**src/rtl/spi_axis_poller.sv**
```systemverilog
// SPI mode-3 master that polls a multi-axis sensor with burst reads and presents each
// sample set on a valid/ready port. Define SPI_INIT_WRITE_EN for a one-time init write.
module spi_axis_poller #(
  parameter int unsigned NUM_AXES   = 3,
  parameter int unsigned SAMPLE_W   = 16,
  parameter int unsigned CLK_DIV    = 25,
  parameter logic [5:0]  BASE_ADDR  = 6'h32,
  parameter int unsigned GAP_CYCLES = 1000,
  parameter logic [5:0]  INIT_ADDR  = 6'h2D,
  parameter logic [7:0]  INIT_DATA  = 8'h08
) (
  input  logic                         clk_clk,
  input  logic                         reset_reset_n,
  input  logic                         enable,
  output logic                         spi_SCLK,
  output logic                         spi_MOSI,
  input  logic                         spi_MISO,
  output logic                         spi_SS_n,
  output logic [NUM_AXES*SAMPLE_W-1:0] sample_data,
  output logic                         sample_valid,
  input  logic                         sample_ready,
  output logic                         overrun,
  input  logic                         overrun_clr,
  output logic                         busy
);

  localparam int unsigned DATA_W  = NUM_AXES * SAMPLE_W;
  localparam int unsigned NB      = DATA_W / 8;
  localparam int unsigned FRAME_W = 8 * (NB + 1);
  localparam int unsigned DW      = $clog2(CLK_DIV);
  localparam int unsigned BW      = $clog2(FRAME_W + 1);
  localparam int unsigned GW      = $clog2(GAP_CYCLES + 1);

  typedef enum logic [2:0] {
    StIdle,
    StCsSetup,
    StShift,
    StCsHold,
`ifdef SPI_INIT_WRITE_EN
    StInitSetup,
    StInitShift,
    StInitHold,
`endif
    StGap
  } state_e;

  state_e              state_q;
  logic [DW-1:0]       div_q;
  logic [BW-1:0]       bit_q;
  logic [GW-1:0]       gap_q;
  logic [FRAME_W-1:0]  tx_q;
  logic [DATA_W-1:0]   rx_q;
  logic                sclk_q, ss_n_q, mosi_q, valid_q, overrun_q;
  logic [DATA_W-1:0]   data_q, data_new;

  logic                frame_init, init_pending, in_setup, in_shift, in_hold;
  state_e              st_setup, st_shift, st_hold;
  logic                half_done, gap_end, start;
  logic [BW-1:0]       frame_last;
  logic [FRAME_W-1:0]  tx_load;

`ifdef SPI_INIT_WRITE_EN
  logic init_done_q;

  assign frame_init   = (state_q == StInitSetup) || (state_q == StInitShift) ||
                        (state_q == StInitHold);
  assign init_pending = !init_done_q;
  assign st_setup     = init_pending ? StInitSetup : StCsSetup;
  assign st_shift     = frame_init ? StInitShift : StShift;
  assign st_hold      = frame_init ? StInitHold : StCsHold;
  assign in_setup     = (state_q == StCsSetup) || (state_q == StInitSetup);
  assign in_shift     = (state_q == StShift) || (state_q == StInitShift);
  assign in_hold      = (state_q == StCsHold) || (state_q == StInitHold);

  // Init write runs once per reset, regardless of enable during the frame.
  always_ff @(posedge clk_clk or negedge reset_reset_n) begin
    if (!reset_reset_n) begin
      init_done_q <= 1'b0;
    end else if (in_hold && frame_init && half_done) begin
      init_done_q <= 1'b1;
    end
  end
`else
  assign frame_init   = 1'b0;
  assign init_pending = 1'b0;
  assign st_setup     = StCsSetup;
  assign st_shift     = StShift;
  assign st_hold      = StCsHold;
  assign in_setup     = (state_q == StCsSetup);
  assign in_shift     = (state_q == StShift);
  assign in_hold      = (state_q == StCsHold);
`endif

  assign half_done  = (div_q == DW'(CLK_DIV - 1));
  assign gap_end    = (gap_q == GW'(GAP_CYCLES - 1));
  assign start      = enable && ((state_q == StIdle) || ((state_q == StGap) && gap_end));
  assign frame_last = frame_init ? BW'(15) : BW'(FRAME_W - 1);
  assign tx_load    = init_pending ?
                      (FRAME_W'({2'b00, INIT_ADDR, INIT_DATA}) << (FRAME_W - 16)) :
                      (FRAME_W'({2'b11, BASE_ADDR}) << (FRAME_W - 8));

  // First received byte lands in axis0[7:0]; rx_q holds it in its top byte.
  always_comb begin
    data_new = '0;
    for (int j = 0; j < NB; j++) begin
      data_new[j*8 +: 8] = rx_q[(NB-1-j)*8 +: 8];
    end
  end

  always_ff @(posedge clk_clk or negedge reset_reset_n) begin
    if (!reset_reset_n) begin
      state_q   <= StIdle;
      div_q     <= '0;
      bit_q     <= '0;
      gap_q     <= '0;
      tx_q      <= '0;
      rx_q      <= '0;
      sclk_q    <= 1'b1;
      ss_n_q    <= 1'b1;
      mosi_q    <= 1'b0;
      data_q    <= '0;
      valid_q   <= 1'b0;
      overrun_q <= 1'b0;
    end else begin
      if (valid_q && sample_ready) valid_q <= 1'b0;
      if (overrun_clr) overrun_q <= 1'b0;

      if (start) begin
        state_q <= st_setup;
        ss_n_q  <= 1'b0;
        div_q   <= '0;
        tx_q    <= tx_load;
      end else if (state_q == StGap) begin
        gap_q <= gap_q + 1'b1;
        if (gap_end) state_q <= StIdle;
      end else if (in_setup) begin
        div_q <= div_q + 1'b1;
        if (half_done) begin
          div_q   <= '0;
          sclk_q  <= 1'b0;
          mosi_q  <= tx_q[FRAME_W-1];
          tx_q    <= tx_q << 1;
          bit_q   <= '0;
          state_q <= st_shift;
        end
      end else if (in_shift) begin
        div_q <= div_q + 1'b1;
        if (half_done) begin
          div_q <= '0;
          if (!sclk_q) begin
            sclk_q <= 1'b1;
            rx_q   <= {rx_q[DATA_W-2:0], spi_MISO};
            bit_q  <= bit_q + 1'b1;
            if (bit_q == frame_last) state_q <= st_hold;
          end else begin
            sclk_q <= 1'b0;
            mosi_q <= tx_q[FRAME_W-1];
            tx_q   <= tx_q << 1;
          end
        end
      end else if (in_hold) begin
        div_q <= div_q + 1'b1;
        if (half_done) begin
          div_q   <= '0;
          ss_n_q  <= 1'b1;
          mosi_q  <= 1'b0;
          gap_q   <= '0;
          state_q <= StGap;
          // Completion overrides the handshake clear and the overrun clear.
          if (!frame_init) begin
            data_q  <= data_new;
            valid_q <= 1'b1;
            if (valid_q && !sample_ready) overrun_q <= 1'b1;
          end
        end
      end
    end
  end

  assign spi_SCLK     = sclk_q;
  assign spi_SS_n     = ss_n_q;
  assign spi_MOSI     = mosi_q;
  assign sample_data  = data_q;
  assign sample_valid = valid_q;
  assign overrun      = overrun_q;
  assign busy         = (state_q != StIdle);

endmodule

```
**config.mk**
```make
export PLATFORM = sky130hd
export DESIGN_NAME = spi_axis_poller
export DESIGN_NICKNAME = d
export VERILOG_FILES = /design/src/rtl/spi_axis_poller.sv
export SDC_FILE = /design/constraint.sdc
export NUM_CORES = 1
export LEC_CHECK = 0
export BUFFER_PORTS_ARGS = -buffer_cell sky130_fd_sc_hd__buf_2
export CAP_MARGIN = 20
export CORE_MARGIN = 4
export CORE_UTILIZATION = 53
export DETAILED_ROUTE_END_ITERATION = 8
export PLACE_DENSITY = 0.77
export REMOVE_ABC_BUFFERS = 1
export SYNTH_ARGS = -nofsm -noshare
export SYNTH_HDL_FRONTEND = slang
export SYNTH_SLANG_ARGS = --single-unit
export TNS_END_PERCENT = 10
```
**constraint.sdc**
```tcl
create_clock -name clk_clk -period 6.1 [get_ports clk_clk]
set_input_delay 0.305 -clock clk_clk [delete_from_list [all_inputs] [get_ports clk_clk]]
set_output_delay 0.305 -clock clk_clk [all_outputs]
set_load 0.01 [all_outputs]
```
==> results of run 1 <==
==> worst max-delay path by stage <==
| stage | from | end | slack, ps |
|---|---|---|---|
| 5_1_grt | state_q[1] | rx_q[19] | 3390 |
| 2_1_floorplan | div_q[0] | sample_data[11] | 3200 |
| 6_report | state_q[1] | rx_q[19] | 3540 |
| 3_3_place_gp | div_q[0] | rx_q[2] | 3630 |
| 4_1_cts | div_q[0] | rx_q[19] | 3530 |
| 3_5_place_dp | state_q[1] | rx_q[3] | 3550 |
==> flip-flops by register name, summed over array words and instances, names as in the netlist, 3 cells and up <==
name / flops
state_q: 3
tx_q: 7
sample_data: 48
rx_q: 48
bit_q: 6
div_q: 5
gap_q: 10
==> metrics by stage <==
step,setup WS [ps],power (W),hold slack [ps],utilization (%)
2_1_floorplan,3200,0.000994,9.41,-
3_3_place_gp,3630,0.00103,464,57.7
3_5_place_dp,3550,0.00104,478,57.7
4_1_cts,3530,0.00207,51.6,63.7
5_1_grt,3390,0.00213,91.8,63.7
6_report,3540,0.00205,71.2,63.7
==> placed cells by master, fill, tap and decap left out, types with 3 or more instances in the layout <==
cell type / synthesis / final
buf_2: 5 / 58
nor2b_1: 5 / 5
nand3_1: 7 / 7
a21oi_1: 12 / 12
a221o_1: 4 / 4
inv_1: 7 / 7
mux2_1: 3 / 3
dfrtp_1: 130 / 130
and2_1: 4 / 4
ha_1: 4 / 4
nor2_1: 17 / 17
dlygate4sd3_1: 0 / 3
clkinvlp_4: 0 / 4
buf_4: 3 / 4
a22o_1: 3 / 3
mux2_2: 94 / 94
bufinv_16: 0 / 3
inv_6: 0 / 4
nand2_1: 18 / 18
xnor2_1: 4 / 4
nand4_1: 6 / 6
and4b_1: 4 / 4
o21ai_0: 10 / 10
clkbuf_16: 0 / 16
and4_1: 3 / 3
==> where the power goes <==
part / internal (W) / total [W] / switching, W / leakage, nW
registers: 0.000886 / 0.000913 / 0.0000271 / 1.80
clock network: 0.000630 / 0.00102 / 0.000392 / 0.278
logic: 0.0000405 / 0.000112 / 0.0000712 / 1.28
==> worst reg2reg max path: stages, from the launching register on <==
cell	delay, ps
dfrtp_1	660
or3b_4	500
nor3_4	310
buf_4	540
mux2_2	440
==> logic make-up after synthesis <==
family,count (synthesis)
DFF,132
AOI/OAI and AO/OA,53
adders and majority gates,4
muxes,97
and+or+nand+nor,87
xor gates and xnor gates,6
buffers and inverters,27
==> cells in the mapped netlist (5+ instances only) <==
cell      instances
o21ai_0          10
nand2_1          18
dfrtp_1         130
mux2_2           94
buf_2             5
clkbuf_1          6
nand3_1           7
nor2_1           17
a21oi_1          12
inv_1             7
nand4_1           6
buf_6             5
nor2b_1           5
==> metal layers <==
layer / wire (um) / GRT usage, % / part of all wire, %
met1: 4480 / 22.8 / 46
met4: 108 / 6.16 / 1.1
met3: 475 / 5.08 / 4.8
met5: 0 / 0 / 0
met2: 4770 / 26.5 / 48
==> layout make-up <==
class                      count  share of cell area [%]
clock buffer                  19                    6.41
timing repair buffer          65                    5.33
tap                          136                    2.59
clock inverter                13                    2.61
multi-input combinational    247                    32.4
sequential                   132                    50.3
inverter                       7                   0.399
==> summary.md, run 1 <==
| Metric | Value |
|---|---|
| Status | `finished, final reports clean` |
| Num CTS Buffers | `17` |
| Die width | `111 um` |
| Post-synth top area share | `58.1%` |
| Drt first pass iters | `4` |
| Clk_skew | `9.62 ps` |
| Initial DRC Count | `171` |
| Yosys Warn Count | `0` |
| CP delay by family, top | `simple AND/OR/NAND/NOR gates` |
| Total clock sinks | `132` |
| Worst setup EP type | `register` |
| PostCTS Resize Cnt | `0` |
| Unique cell type count in the Yosys netlist | `60` |
| Power Density | `311 mW/mm2` |
| Dpl hpwl | `6.20 mm` |
| Hold path depth | `3` |
| Residual DRC count | `0` |
| Compound-Gate Fraction of Synth Area | `7.20%` |
| Post-CTS Setup Inserts | `0` |
| Setup TNS | `0 ps` |
| Post-layout minimum cycle time | `2560 ps` |
| Buf/Inv on CP | `1` |
| Inserted Diodes | `0` |
| Initial antenna violation count | `0` |
| WHS Endpoint | `sample_valid` |
| Vias in the first global route | `3,488` |
| Slew HR | `40.1%` |
| Max-slew violations | `0` |
| Total GRT Usage | `17.0%` |
| Clock Root Buffer | `clkbuf_8` |
| R2R Setup Slk | `3540 ps` |
| Num rows | `37` |
| Critical Path Stages | `4` |
| Multiplexer share of the synthesized area | `19.5%` |
| Reg clk slew, reported paths | `60 ps` |
| H-tree level count | `4` |
| Final Hold Fails | `0` |
| CP required | `6490 ps` |
| Sequential area share after synthesis | `59.1%` |
| Slowest cell on crit path | `dfrtp_1` |
| Leakage power | `3.36 nW` |
| Synth-to-layout area growth | `17.6%` |
| Clk Latency, worst-skew pair | `510 ps` |
| Gate Count Post-Synth | `406` |
| R2R Path End | `rx_q[19]` |
| Async SR Flop Fraction | `100%` |
| RSZ-0062 raised after global routing | `false` |
| Pin count of the biggest net entering global routing | `74` |
| Largest family of logic cells by synthesized area | `multiplexers` |
| Worst-path cell chain | `or3b_4, nor3_4, buf_4, mux2_2` |
| Initial Util | `54.2%` |
| Total grt overflow | `0` |
| FMAX | `390 MHz` |
| Die area | `0.0123 mm2` |
| Critical Path Max Stage Delay | `660 ps` |
| Reg area | `0.00331 mm2` |
| Layout cells sized above 1 | `42.0%` |
| Tightest Pin Transition | `898 ps` |
| Area of the multi-input gates | `0.00213 mm2` |
| Nets | `480` |
| Vias/cell | `5.52` |
| Synth Area in Simple Gates | `9.55%` |
| IO Port Bufs | `59` |
| Ports | `60` |
| Top post-synthesis cells by area | `dfrtp_1 58%, mux2_2 19%, nand2_1 1.2%` |
| Area leader, netlist | `dfrtp_1` |
| Max FO, Critical Path | `44` |
| FF+latch count, synth | `132` |
| Wire length per cell | `15.9 um` |
| Adder-cell share of the synthesized area | `0.894%` |
| Crit share post-route | `42.0%` |
| Antenna Nets Post-Route | `0` |
| Post-route cell area | `0.00658 mm2` |
| Hold Buf Count CTS | `3` |
| CP startpoint kind | `register` |
| Cells after DPL | `584` |
| First-pass GRT wire length | `17.2 mm` |
| Die height | `111 um` |
| CP Class | `register to register` |
| RR Startpoint | `state_q[1]` |
| Filler Cell Count | `781` |
| Max cap viols | `0` |
| Reg2Reg Depth | `4` |
| Post-synth EDFFs | `0` |
| XOR/XNOR share of the synthesized area | `0.939%` |
| DP Area | `0.00595 mm2` |
| Final WL | `9.84 mm` |
| Clock buffer depth | `2` |
| Syn Std Cell Area | `0.00560 mm2` |
| Hold path startpoint | `sample_ready` |
| Gpl congestion | `0.775` |
| Primary FF master, synth | `dfrtp_1` |
| Vias | `3,415` |
| Total core area | `0.0103 mm2` |
| Hold Crit Class | `primary input to register` |
| Critical path data arrival time | `2950 ps` |
| Final setup violating endpoints | `0` |
| CTS tree | `done` |
| Peak supply drop | `242 uV` |
| Post-route insts no fill | `619` |
| Mapped Avg Cell Area | `13.8 um2` |
(Power assumes the default switching activity.)
==> run 2: changes to the inputs <==
--- a/config.mk
+++ b/config.mk
@@ -10,7 +10,7 @@
 export CORE_MARGIN = 4
 export CORE_UTILIZATION = 53
 export DETAILED_ROUTE_END_ITERATION = 8
-export PLACE_DENSITY = 0.77
+export PLACE_DENSITY = 0.8
 export REMOVE_ABC_BUFFERS = 1
 export SYNTH_ARGS = -nofsm -noshare
 export SYNTH_HDL_FRONTEND = slang
==> constraint.sdc (replaced) <==
create_clock -name clk_clk -period 2.25 [get_ports clk_clk]
set_input_delay 0.1125 -clock clk_clk [delete_from_list [all_inputs] [get_ports clk_clk]]
set_output_delay 0.1125 -clock clk_clk [all_outputs]
set_load 0.01 [all_outputs]
==> run 2 against run 1 <==
Sequential share of layout area fell by 1.3 points. Combinational power rose to 3.3 times the previous value. Critical path depth grew 3. Core utilization increased by 1.6 points. Global-route usage grew 1.4 points. Non-clock buffer count up 14. Critical endpoint is now overrun. Largest power group unchanged. Highest routed layer unchanged.
==> summary.md, run 2 (synthesis gave the netlist of run 1 again) <==
| Metric | Value |
|---|---|
| Num rows | `37 (unchanged)` |
| Setup TNS | `0 ps (unchanged)` |
| Reg clk slew, reported paths | `60 ps (about the same)` |
| Reg2Reg Depth | `7 (+3)` |
| Num CTS Buffers | `17 (unchanged)` |
| R2R Setup Slk | `120 ps (-3410 ps)` |
| Logic pwr share | `6.6% (+1.1 points)` |
| Status | `finished, final reports clean` |
| Initial Util | `54.2% (unchanged)` |
| Power Density | `830 mW/mm2 (+170%)` |
| CP delay by family, top | `buffers and inverters` |
| Sequential power share | `43.5% (-1.1 points)` |
| Nets | `494 (+2.9%)` |
| RR Startpoint | `div_q[0]` |
| Ports | `60 (unchanged)` |
| Clk pwr share | `49.9% (about the same)` |
| Max-slew violations | `0 (unchanged)` |
| Residual DRC count | `0 (unchanged)` |
| Vias | `3,515 (+2.9%)` |
| RSZ-0062 raised after global routing | `false` |
| Slowest cell on crit path | `dlygate4sd3_1` |
| Wire length per cell | `16.7 um (+5.3%)` |
| Vias/cell | `5.56 (+0.81%)` |
| Post-layout minimum cycle time | `2130 ps (-437 ps)` |
| Slew HR | `61.6% (+22 points)` |
| Sw Ratio | `22.2% (-1.7 points)` |
| Switching power | `0.00124 W (+150%)` |
| Critical path data arrival time | `2590 ps (-360 ps)` |
| H-tree level count | `4 (unchanged)` |
| Clock Root Buffer | `clkbuf_8` |
| Initial DRC Count | `280 (+64%)` |
| Internal Pwr Total | `0.00436 W (+180%)` |
| Die width | `111 um (unchanged)` |
| Clk_skew | `10.1 ps (+0.460 ps)` |
| Drt first pass iters | `4 (unchanged)` |
| Synth-to-layout area growth | `20.6%` |
| Total core area | `0.0103 mm2 (unchanged)` |
| Vias in the first global route | `3,744 (+7.3%)` |
| Max cap viols | `0 (unchanged)` |
| Initial antenna violation count | `0 (unchanged)` |
| Buf/Inv on CP | `3 (+2)` |
| Crit share post-route | `94.5% (+52 points)` |
| Tightest Pin Transition | `573 ps (-325 ps)` |
| Pin count of the biggest net entering global routing | `71 (-4.1%)` |
| Post-route cell area | `0.00675 mm2 (+2.6%)` |
| Final Util | `65.4% (+1.6 points)` |
| Max FO, Critical Path | `21 (-52%)` |
| CTS tree | `done` |
| Dpl hpwl | `6.60 mm (+6.5%)` |
| CP required | `2710 ps (-3780 ps)` |
| Antenna Nets Post-Route | `0 (unchanged)` |
| Layout cells sized above 1 | `42.7% (+0.71 points)` |
| DP Area | `0.00604 mm2 (+1.5%)` |
| Gpl congestion | `0.813 (+4.9%)` |
| R2R Path End | `overrun` |
| Final setup violating endpoints | `0 (unchanged)` |
| FMAX | `470 MHz (+21%)` |
| CP startpoint kind | `register` |
| Die height | `111 um (unchanged)` |
| Total grt overflow | `0 (unchanged)` |
| CP Class | `register to register` |
| Leakage power | `3.46 nW (+3.1%)` |
| Die area | `0.0123 mm2 (unchanged)` |
| Pre-CTS setup slack | `224 ps (-3330 ps)` |
| Clock buffer depth | `2 (unchanged)` |
| IO Port Bufs | `59 (unchanged)` |
| Hold Crit Class | `primary input to asynchronous set/reset pin` |
| Total GRT Usage | `18.4% (+1.4 points)` |
| Clk Latency, worst-skew pair | `520 ps (about the same)` |
| Worst-path cell chain | `inv_1, ha_1, and4b_2, nand4_1, buf_12, o22ai_1, dlygate4sd3_1` |
| Most frequent cells in the layout | `130 x dfrtp_1, 94 x mux2_2, 58 x buf_2` |
| Final WS setup | `124 ps (-3410 ps)` |
| Final WL | `10.6 mm (+7.5%)` |
| Commonest non-fill, non-tap cell in the layout | `dfrtp_1` |
| Critical Path Max Stage Delay | `560 ps (-100 ps)` |
| First-pass GRT wire length | `18.2 mm (+6.0%)` |
| Final Hold Fails | `0 (unchanged)` |
| Total clock sinks | `132 (unchanged)` |
| Peak supply drop | `581 uV (+140%)` |
| Worst setup EP type | `register` |
| Inserted Diodes | `0 (unchanged)` |
run 2: metal layers:
| layer | share of wire (%) | GRT usage (%) | wire, um | up-vias |
|---|---|---|---|---|
| met4 | 2.0 | 7.22 | 215 | 0 |
| met1 | 42 | 22.4 | 4440 | 1782 |
| met3 | 5.8 | 7.31 | 611 | 20 |
| li1 | - | - | - | 1637 |
| met5 | 0 | 0 | 0 | - |
| met2 | 50 | 29.4 | 5310 | 76 |
run 2: final cells by class:
cell class | instances | area (um2)
Fill cell | 736 | 3580
Sequential cell | 132 | 3310
Multi-Input combinational cell | 247 | 2130
Timing Repair Buffer | 79 | 515
Clock buffer | 23 | 447
Tap cell | 136 | 170
Clock inverter | 8 | 150
Inverter | 7 | 26.3
run 2: worst max path at each step:
stage | start | endpoint | slack (ps) | cells after the start
2_1_floorplan | div_q[0] | sample_data[11] | -650 | 5
3_3_place_gp | div_q[0] | sample_data[6] | 320 | 6
3_5_place_dp | div_q[0] | sample_data[1] | 220 | 6
4_1_cts | div_q[0] | overrun | 40 | 7
5_1_grt | div_q[0] | overrun | 20 | 7
6_report | div_q[0] | overrun | 120 | 7
run 2: timing repair:
| action | 4_1_cts | 5_1_grt |
|---|---|---|
| resized for setup | 0 | 1 |
| endpoints found under the hold margin | 133 | 0 |
| hold buffers | 5 | 0 |
| endpoints found under the setup margin | 0 | 1 |
| setup buffers | 0 | 4 |
run 2: metrics by stage:
stage | power (W) | instances | hold slack, ps
floorplan | 0.00270 | 386 | -183
global placement | 0.00282 | 591 | 58.7
detailed placement | 0.00284 | 591 | 70.4
CTS | 0.00565 | 627 | 62.4
global route | 0.00584 | 632 | 86.5
finish | 0.00560 | 632 | 63.1
run 2: power by group through the flow:
stage	registers, W	logic, W	clock network (W)
after CTS	0.00244	0.000372	0.00284
after floorplan	0.00250	0.000197	0
after detailed placement	0.00248	0.000363	0
final	0.00244	0.000368	0.00279
after global placement	0.00247	0.000351	0
after global routing	0.00244	0.000423	0.00298
